===== config.mk =====
export PLATFORM = sky130hd
export DESIGN_NAME = interval_timer_ctrl
export DESIGN_NICKNAME = d
export VERILOG_FILES = /design/src/rtl/interval_timer_ctrl.sv
export SDC_FILE = /design/constraint.sdc
export NUM_CORES = 1
export LEC_CHECK = 0
export BUFFER_PORTS_ARGS = -buffer_cell sky130_fd_sc_hd__buf_2
export CAP_MARGIN = 20
export CORE_ASPECT_RATIO = 1.2
export CORE_MARGIN = 5
export CORE_UTILIZATION = 59
export DETAILED_ROUTE_END_ITERATION = 6
export PLACE_DENSITY = 0.84
export SLEW_MARGIN = 40
export SYNTH_ARGS = -nofsm -noshare
export SYNTH_HDL_FRONTEND = slang
export SYNTH_SLANG_ARGS = --single-unit

===== constraint.sdc =====
create_clock -name clk -period 2.43 [get_ports clk]
set_input_delay 0.1215 -clock clk [delete_from_list [all_inputs] [get_ports clk]]
set_output_delay 0.1215 -clock clk [all_outputs]
set_load 0.005 [all_outputs]

===== src/rtl/interval_timer_ctrl.sv =====
// Interval timer for the traffic light controller: holds base/extended/yellow intervals,
// counts them down on 1 Hz ticks and pulses expired. Optional TIMER_REMAINING_EN adds Remaining.
//
// state | meaning
// IDLE  | no interval running, waiting for start_timer
// COUNT | interval loaded, decrementing on each One_Hz_Enable
// DONE  | interval finished, expired high for this single cycle
module interval_timer_ctrl #(
   parameter int WIDTH  = 4,
   parameter int T_BASE = 6,
   parameter int T_EXT  = 3,
   parameter int T_YEL  = 2
) (
   input  logic             clk,
   input  logic             Reset_N,
   input  logic             One_Hz_Enable,
   input  logic             start_timer,
   input  logic [1:0]       time_selector,
   input  logic             Prog_Sync,
   input  logic [1:0]       Time_Parameter_Selector,
   input  logic [WIDTH-1:0] Time_Value,
`ifdef TIMER_REMAINING_EN
   output logic [WIDTH-1:0] Remaining,
`endif
   output logic             expired,
   output logic             busy
);

   typedef enum logic [1:0] {
      IDLE  = 2'd0,
      COUNT = 2'd1,
      DONE  = 2'd2
   } state_t;

   localparam logic [WIDTH-1:0] DEF_BASE = WIDTH'(T_BASE);
   localparam logic [WIDTH-1:0] DEF_EXT  = WIDTH'(T_EXT);
   localparam logic [WIDTH-1:0] DEF_YEL  = WIDTH'(T_YEL);
   localparam logic [WIDTH-1:0] ONE      = WIDTH'(1);

   state_t           state, state_nxt;
   logic [WIDTH-1:0] count, count_nxt;
   logic [WIDTH-1:0] param_base, param_ext, param_yel;
   logic [WIDTH-1:0] sel_value;
   logic             prog_prev;
   logic             prog_edge;

   assign prog_edge = Prog_Sync & ~prog_prev;

   // A programmed value of zero restores the default so a loaded count is never zero.
   always_ff @(posedge clk or negedge Reset_N) begin
      if (!Reset_N) begin
         prog_prev  <= 1'b0;
         param_base <= DEF_BASE;
         param_ext  <= DEF_EXT;
         param_yel  <= DEF_YEL;
      end else begin
         prog_prev <= Prog_Sync;
         if (prog_edge) begin
            case (Time_Parameter_Selector)
               2'b00:   param_base <= (Time_Value == '0) ? DEF_BASE : Time_Value;
               2'b01:   param_ext  <= (Time_Value == '0) ? DEF_EXT  : Time_Value;
               2'b10:   param_yel  <= (Time_Value == '0) ? DEF_YEL  : Time_Value;
               default: ;
            endcase
         end
      end
   end

   always_comb begin
      case (time_selector)
         2'b01:   sel_value = param_ext;
         2'b10:   sel_value = param_yel;
         default: sel_value = param_base;
      endcase
   end

   always_ff @(posedge clk or negedge Reset_N) begin
      if (!Reset_N) begin
         state <= IDLE;
         count <= '0;
      end else begin
         state <= state_nxt;
         count <= count_nxt;
      end
   end

   // Program edge outranks start; start outranks a same-cycle tick.
   always_comb begin
      state_nxt = state;
      count_nxt = count;
      if (prog_edge) begin
         state_nxt = IDLE;
         count_nxt = '0;
      end else begin
         case (state)
            IDLE: begin
               if (start_timer) begin
                  count_nxt = sel_value;
                  state_nxt = COUNT;
               end
            end
            COUNT: begin
               if (start_timer) begin
                  count_nxt = sel_value;
               end else if (One_Hz_Enable) begin
                  if (count <= ONE) state_nxt = DONE;
                  else              count_nxt = count - ONE;
               end
            end
            DONE: begin
               if (start_timer) begin
                  count_nxt = sel_value;
                  state_nxt = COUNT;
               end else begin
                  state_nxt = IDLE;
               end
            end
            default: begin
               state_nxt = IDLE;
               count_nxt = '0;
            end
         endcase
      end
   end

   assign busy    = (state == COUNT);
   assign expired = (state == DONE);

`ifdef TIMER_REMAINING_EN
   assign Remaining = (state == COUNT) ? count : '0;
`endif

endmodule

==> After elaboration in Yosys (flattened, before gate mapping) <==
Index checks and enable logic that the tools add are counted.
{ "classes": {"addsub": 1, "n_lt_le_gt_ge": 1, "n_eq_ne": 13, "n_mux": 17, "n_bitwise": 2, "reduce_logical": 9} }
{ "ops": {"columns": ["cell", "count"], "rows": [
  ["4-bit two-way mux", 8],
  ["4-bit one-hot mux with 2 select lines", 2],
  ["2-bit two-way mux", 5],
  ["2-bit by 1-bit equality test with 1-bit output (second input constant)", 3],
  ["2-bit equality test (second input constant)", 3],
  ["3-bit by 1-bit inequality test with 1-bit output (second input constant)", 2],
  ["3-bit by 2-bit inequality test with 1-bit output (second input constant)", 2],
  ["2-bit one-hot mux with 3 select lines", 1],
  ["2-bit AND reduction", 3],
  ["4-bit by 1-bit less-or-equal comparator with 1-bit output (second input constant)", 1],
  ["2-bit zero test", 2],
  ["4-bit zero test", 1],
  ["4-bit by 3-bit inequality test with 1-bit output (second input constant)", 1],
  ["4-bit inequality test (second input constant)", 1],
  ["4-bit AND reduction", 1],
  ["4-bit by 1-bit subtractor with 4-bit output (second input constant)", 1],
  ["3-bit inequality test (second input constant)", 1],
  ["3-bit AND reduction", 1],
  ["2-bit OR reduction", 1],
  ["1-bit bitwise AND", 1],
  ["1-bit two-way mux", 1],
  ["1-bit inverter", 1]
]} }
{ "word_totals": {"regBits": 19, "in_bits": 13, "out_inout_bits": 2, "elab_cells": 49} }

==> Longest topological paths before layout <==
{ "logic_depth": {"depth_word": 6, "depth_mapped": 6, "mapped_depth_nobuf": 6} }

==> Least setup slack after synthesis <==
OpenSTA, ideal clock, no wires.
{ "synth_path": {"kind": "reg-to-reg", "startpoint": "reg count[0]", "endpoint": "reg count[3]", "setup_time_ns": 0.080, "arrival_time_ns": 1.506, "required_time_ns": 2.350, "setup_slack_ns": 0.844, "path_stages_with_launch": 7, "period_less_slack_ns": 1.586, "path_cell_list": "dfrtp_1 -> inv_1 -> ha_1 -> nor2_1 -> o311a_1 -> or4b_4 -> o211ai_2"} }
{ "synth_between": {"elab_chain_cells": 6, "elab_cells_between_ends": 9} }
{ "synth_rtl": {"columns": ["element", "line", "source"], "rows": [
  ["start, declared", "41", "logic [WIDTH-1:0] count, count_nxt;"],
  ["start signal, assigned", "83", "count <= count_nxt;"],
  ["4-bit by 1-bit subtractor with 4-bit output", "107", "else count_nxt = count - ONE;"],
  ["4-bit two-way mux", "106", "if (count <= ONE) state_nxt = DONE;"],
  ["4-bit two-way mux", "105", "end else if (One_Hz_Enable) begin"],
  ["4-bit two-way mux", "103", "if (start_timer) begin"],
  ["4-bit one-hot mux with 2 select lines", "95", "case (state)"],
  ["4-bit two-way mux", "91", "if (prog_edge) begin"]
]} }
Parallel ways exist; a longest one is shown, timed or not. The select of a mux whose other input is x is not followed.
A chain may end at the register's enable or synchronous reset.

==> Worst setup path after layout <==
Same ends and word-level chain as after synthesis.

==> metrics.txt <==
status finished, final reports clean; drt pass-1 iters 4; netlist area before placement roughly 1000 sq um; routed wire length 2138 microns; clock buffer depth 2; antenna viol nets, final 0; Leakage approximately 0.00052 uW; Final Net Count between 100 and 150; fraction of layout cells with a size suffix above 1 just under 30%; gpl congestion about 0.94; crit-path max FO 5; delay of the slowest critical-path stage just under 0.5 ns; total number of vias around 810; Port-buffer cells 14; final worst path period share between 70% and 80%; setup TNS 0 ns; hpwl dp between 1500 and 2000 microns; DRC 0; max cap viols 0; delay-heaviest family, CP simple AND/OR/NAND/NOR gates; Worst-Margin Slew 0.4423 ns; Initial Utilization a little over three fifths; largest net degree at the start of global routing 20; max-slew violation count 0; Num CTS Buffers 3; Synth top area share 33.57%; number of global-route vias before repair a little under 900; Via density ~6.0; dominant cell type by area after synthesis dfrtp_1; syn_nets 115; fmax between 500 and 600 MHz; post-route insts no fill around 140; Worst-path clk slew roughly 0.11 ns; post-CTS setup buffer count 0; synth unique cells 32; core area about 1700 sq um; clk sink count 19; count of hold-fix buffers inserted at cts 2; ant diodes 0; DR WL/cell between 15 and 20 microns; Worst IR Drop VDD about 0.44 mV; Clock Root Buffer clkbuf_4; DP Cell Count 129; startpoint types register; RSZ-0062 raised after global routing no; global-route wire length before repair approximately 3800 microns; synthesized instance count 98; IO Pins 15; clk_lat worst skew slightly below 0.3 ns; Ys Warns 0; Die Width 48.39 microns; Setup CP Type reg -> reg; post-layout util a little under three quarters; initial antenna violation count 0; initial DRC count 18; HP Class in -> reg; top cells by area, synth dfrtp_1, dfstp_2, mux2_2, ha_1, nor2_1; CP Buf/Inv Count 1; Worst slew margin ~70%; Final Critical Period roughly 1.8 ns; std cell rows 16; syn_area_per_cell roughly 11 sq um; CP Capture Type register; Crit-path slowest cell or4b_4; GRT Util Overall approximately 17%; clock skew 0.005187 ns; crit path cell chain inv_1 > ha_1 > nor2_1 > o311a_1 > or4b_4 > o211ai_2; Worst Path Required around 2.7 ns; die area around 2700 sq um; Area Growth Syn to Fin 12.83%; total power approximately 850 uW; Congestion Overflow GR 0; register area share after synthesis a little under half; CTS tree yes; Gates resized, CTS repair 0; Setup violations, final 0; FF+latch count, synth 19; Worst Path Arrival 1.99 ns; Final Hold Vio Count 0; pwr/cell area about 720 nW/um^2; H-tree depth 1; Die H 56.07 microns
-- per-layer routing --
layer	part of all wire [%]	GRT usage, %	vias to the layer above
met2	51	28.92	15
met1	43	20.47	391
li1	-	-	403
met4	1.8	7.510	0
met3	3.6	3.753	4
met5	0	0	-
-- final cells by class --
class / instances / area (sq um)
multi-input cells: 73 / 538.0
fillers: 131 / 484.2
flip-flops and latches: 19 / 481.7
repair buffers: 16 / 90.09
clock buffers: 4 / 26.28
well taps: 18 / 22.52
inverters: 5 / 18.77
-- metrics by stage --
step                setup WS (ns)  hold slack (ns)  cell area (sq um)
CTS                        0.6761          0.06552               1177
global route               0.5693           0.1081               1177
finish                     0.6589          0.06613               1177
detailed placement         0.6948          0.08610               1131
floorplan                  0.8442          -0.1741               1044
global placement           0.7947          0.07918               1131
-- report_power, final --
part | switching (uW) | leakage (uW) | internal (uW)
Clock | 96.8 | 0.0000150 | 63.8
Sequential | 56.0 | 0.000225 | 396
Combinational | 119 | 0.000277 | 121
-- cells in the mapped netlist --
| cell type | n |
|---|---|
| o21ai_0 | 1 |
| o21ai_1 | 1 |
| mux2i_1 | 1 |
| nor3b_1 | 2 |
| mux2_2 | 7 |
| o32a_1 | 2 |
| or4b_1 | 1 |
| a221o_1 | 2 |
| inv_1 | 5 |
| dfstp_2 | 5 |
| nand2b_1 | 3 |
| a21oi_1 | 6 |
| buf_2 | 1 |
| nor2b_1 | 4 |
| nor3b_2 | 2 |
| nand3_1 | 1 |
| nor3_2 | 1 |
| or4b_4 | 1 |
| nor3_1 | 5 |
| ha_1 | 4 |
| o2bb2ai_1 | 3 |
| a31oi_1 | 2 |
| nand2_1 | 4 |
| or3b_1 | 1 |
| o21a_1 | 1 |
| and2b_1 | 1 |
| or3_1 | 2 |
| nor2_1 | 11 |
| a221oi_1 | 2 |
| dfrtp_1 | 14 |
| o211ai_2 | 1 |
| o311a_1 | 1 |
-- logic make-up (layout without fill, tap and decap cells) --
family	after synthesis	in the layout	synth area share [%]
flip-flops	19	19	46.16
multiplexers	8	8	8.514
buffers and inverters	6	25	2.278
AO/OA/AOI/OAI	22	22	15.95
AND/OR/NAND/NOR	39	39	22.30
adder cells (fa/ha/maj)	4	4	4.796
-- final timing paths --
check | depth (start not counted) | slack [ns] | startpoint | endpoint
worst max-delay path | 6 | 0.66 | count[0] | count[3]
min in group asynchronous | 2 | 0.28 | Reset_N | state[1]
worst min register to register | 2 | 0.52 | param_yel[1] | param_yel[1]
worst max register to register | 6 | 0.66 | count[0] | count[3]
worst min-delay path | 3 | 0.07 | start_timer | state[0]
max in group asynchronous | 2 | 1.81 | Reset_N | param_ext[1]
-- registers in the layout, summed over array words and instances (netlist names) --
signal,cells
count,4
param_base,4
prog_prev,1
param_yel,4
state,2
param_ext,4
-- placed cells by master (no fill, tap or decap), drive strengths merged, types with 3 or more instances in the layout --
master and n:
nand2 4, nor3b 4, nand2b 3, dfstp 5, dfrtp 14, ha 4, o2bb2ai 3, nor2b 4
clkbuf 4, nor2 11, a21oi 6, inv 5, buf 14, mux2 7, nor3 6
-- worst reg2reg max path, cell delays in order (launching register included) --
cell      delay [ns]
dfrtp_1         0.43
inv_1           0.07
ha_1            0.21
nor2_1          0.14
o311a_1         0.27
or4b_4          0.49
o211ai_2        0.08
Note: power is estimated with default switching activity, not from simulation.
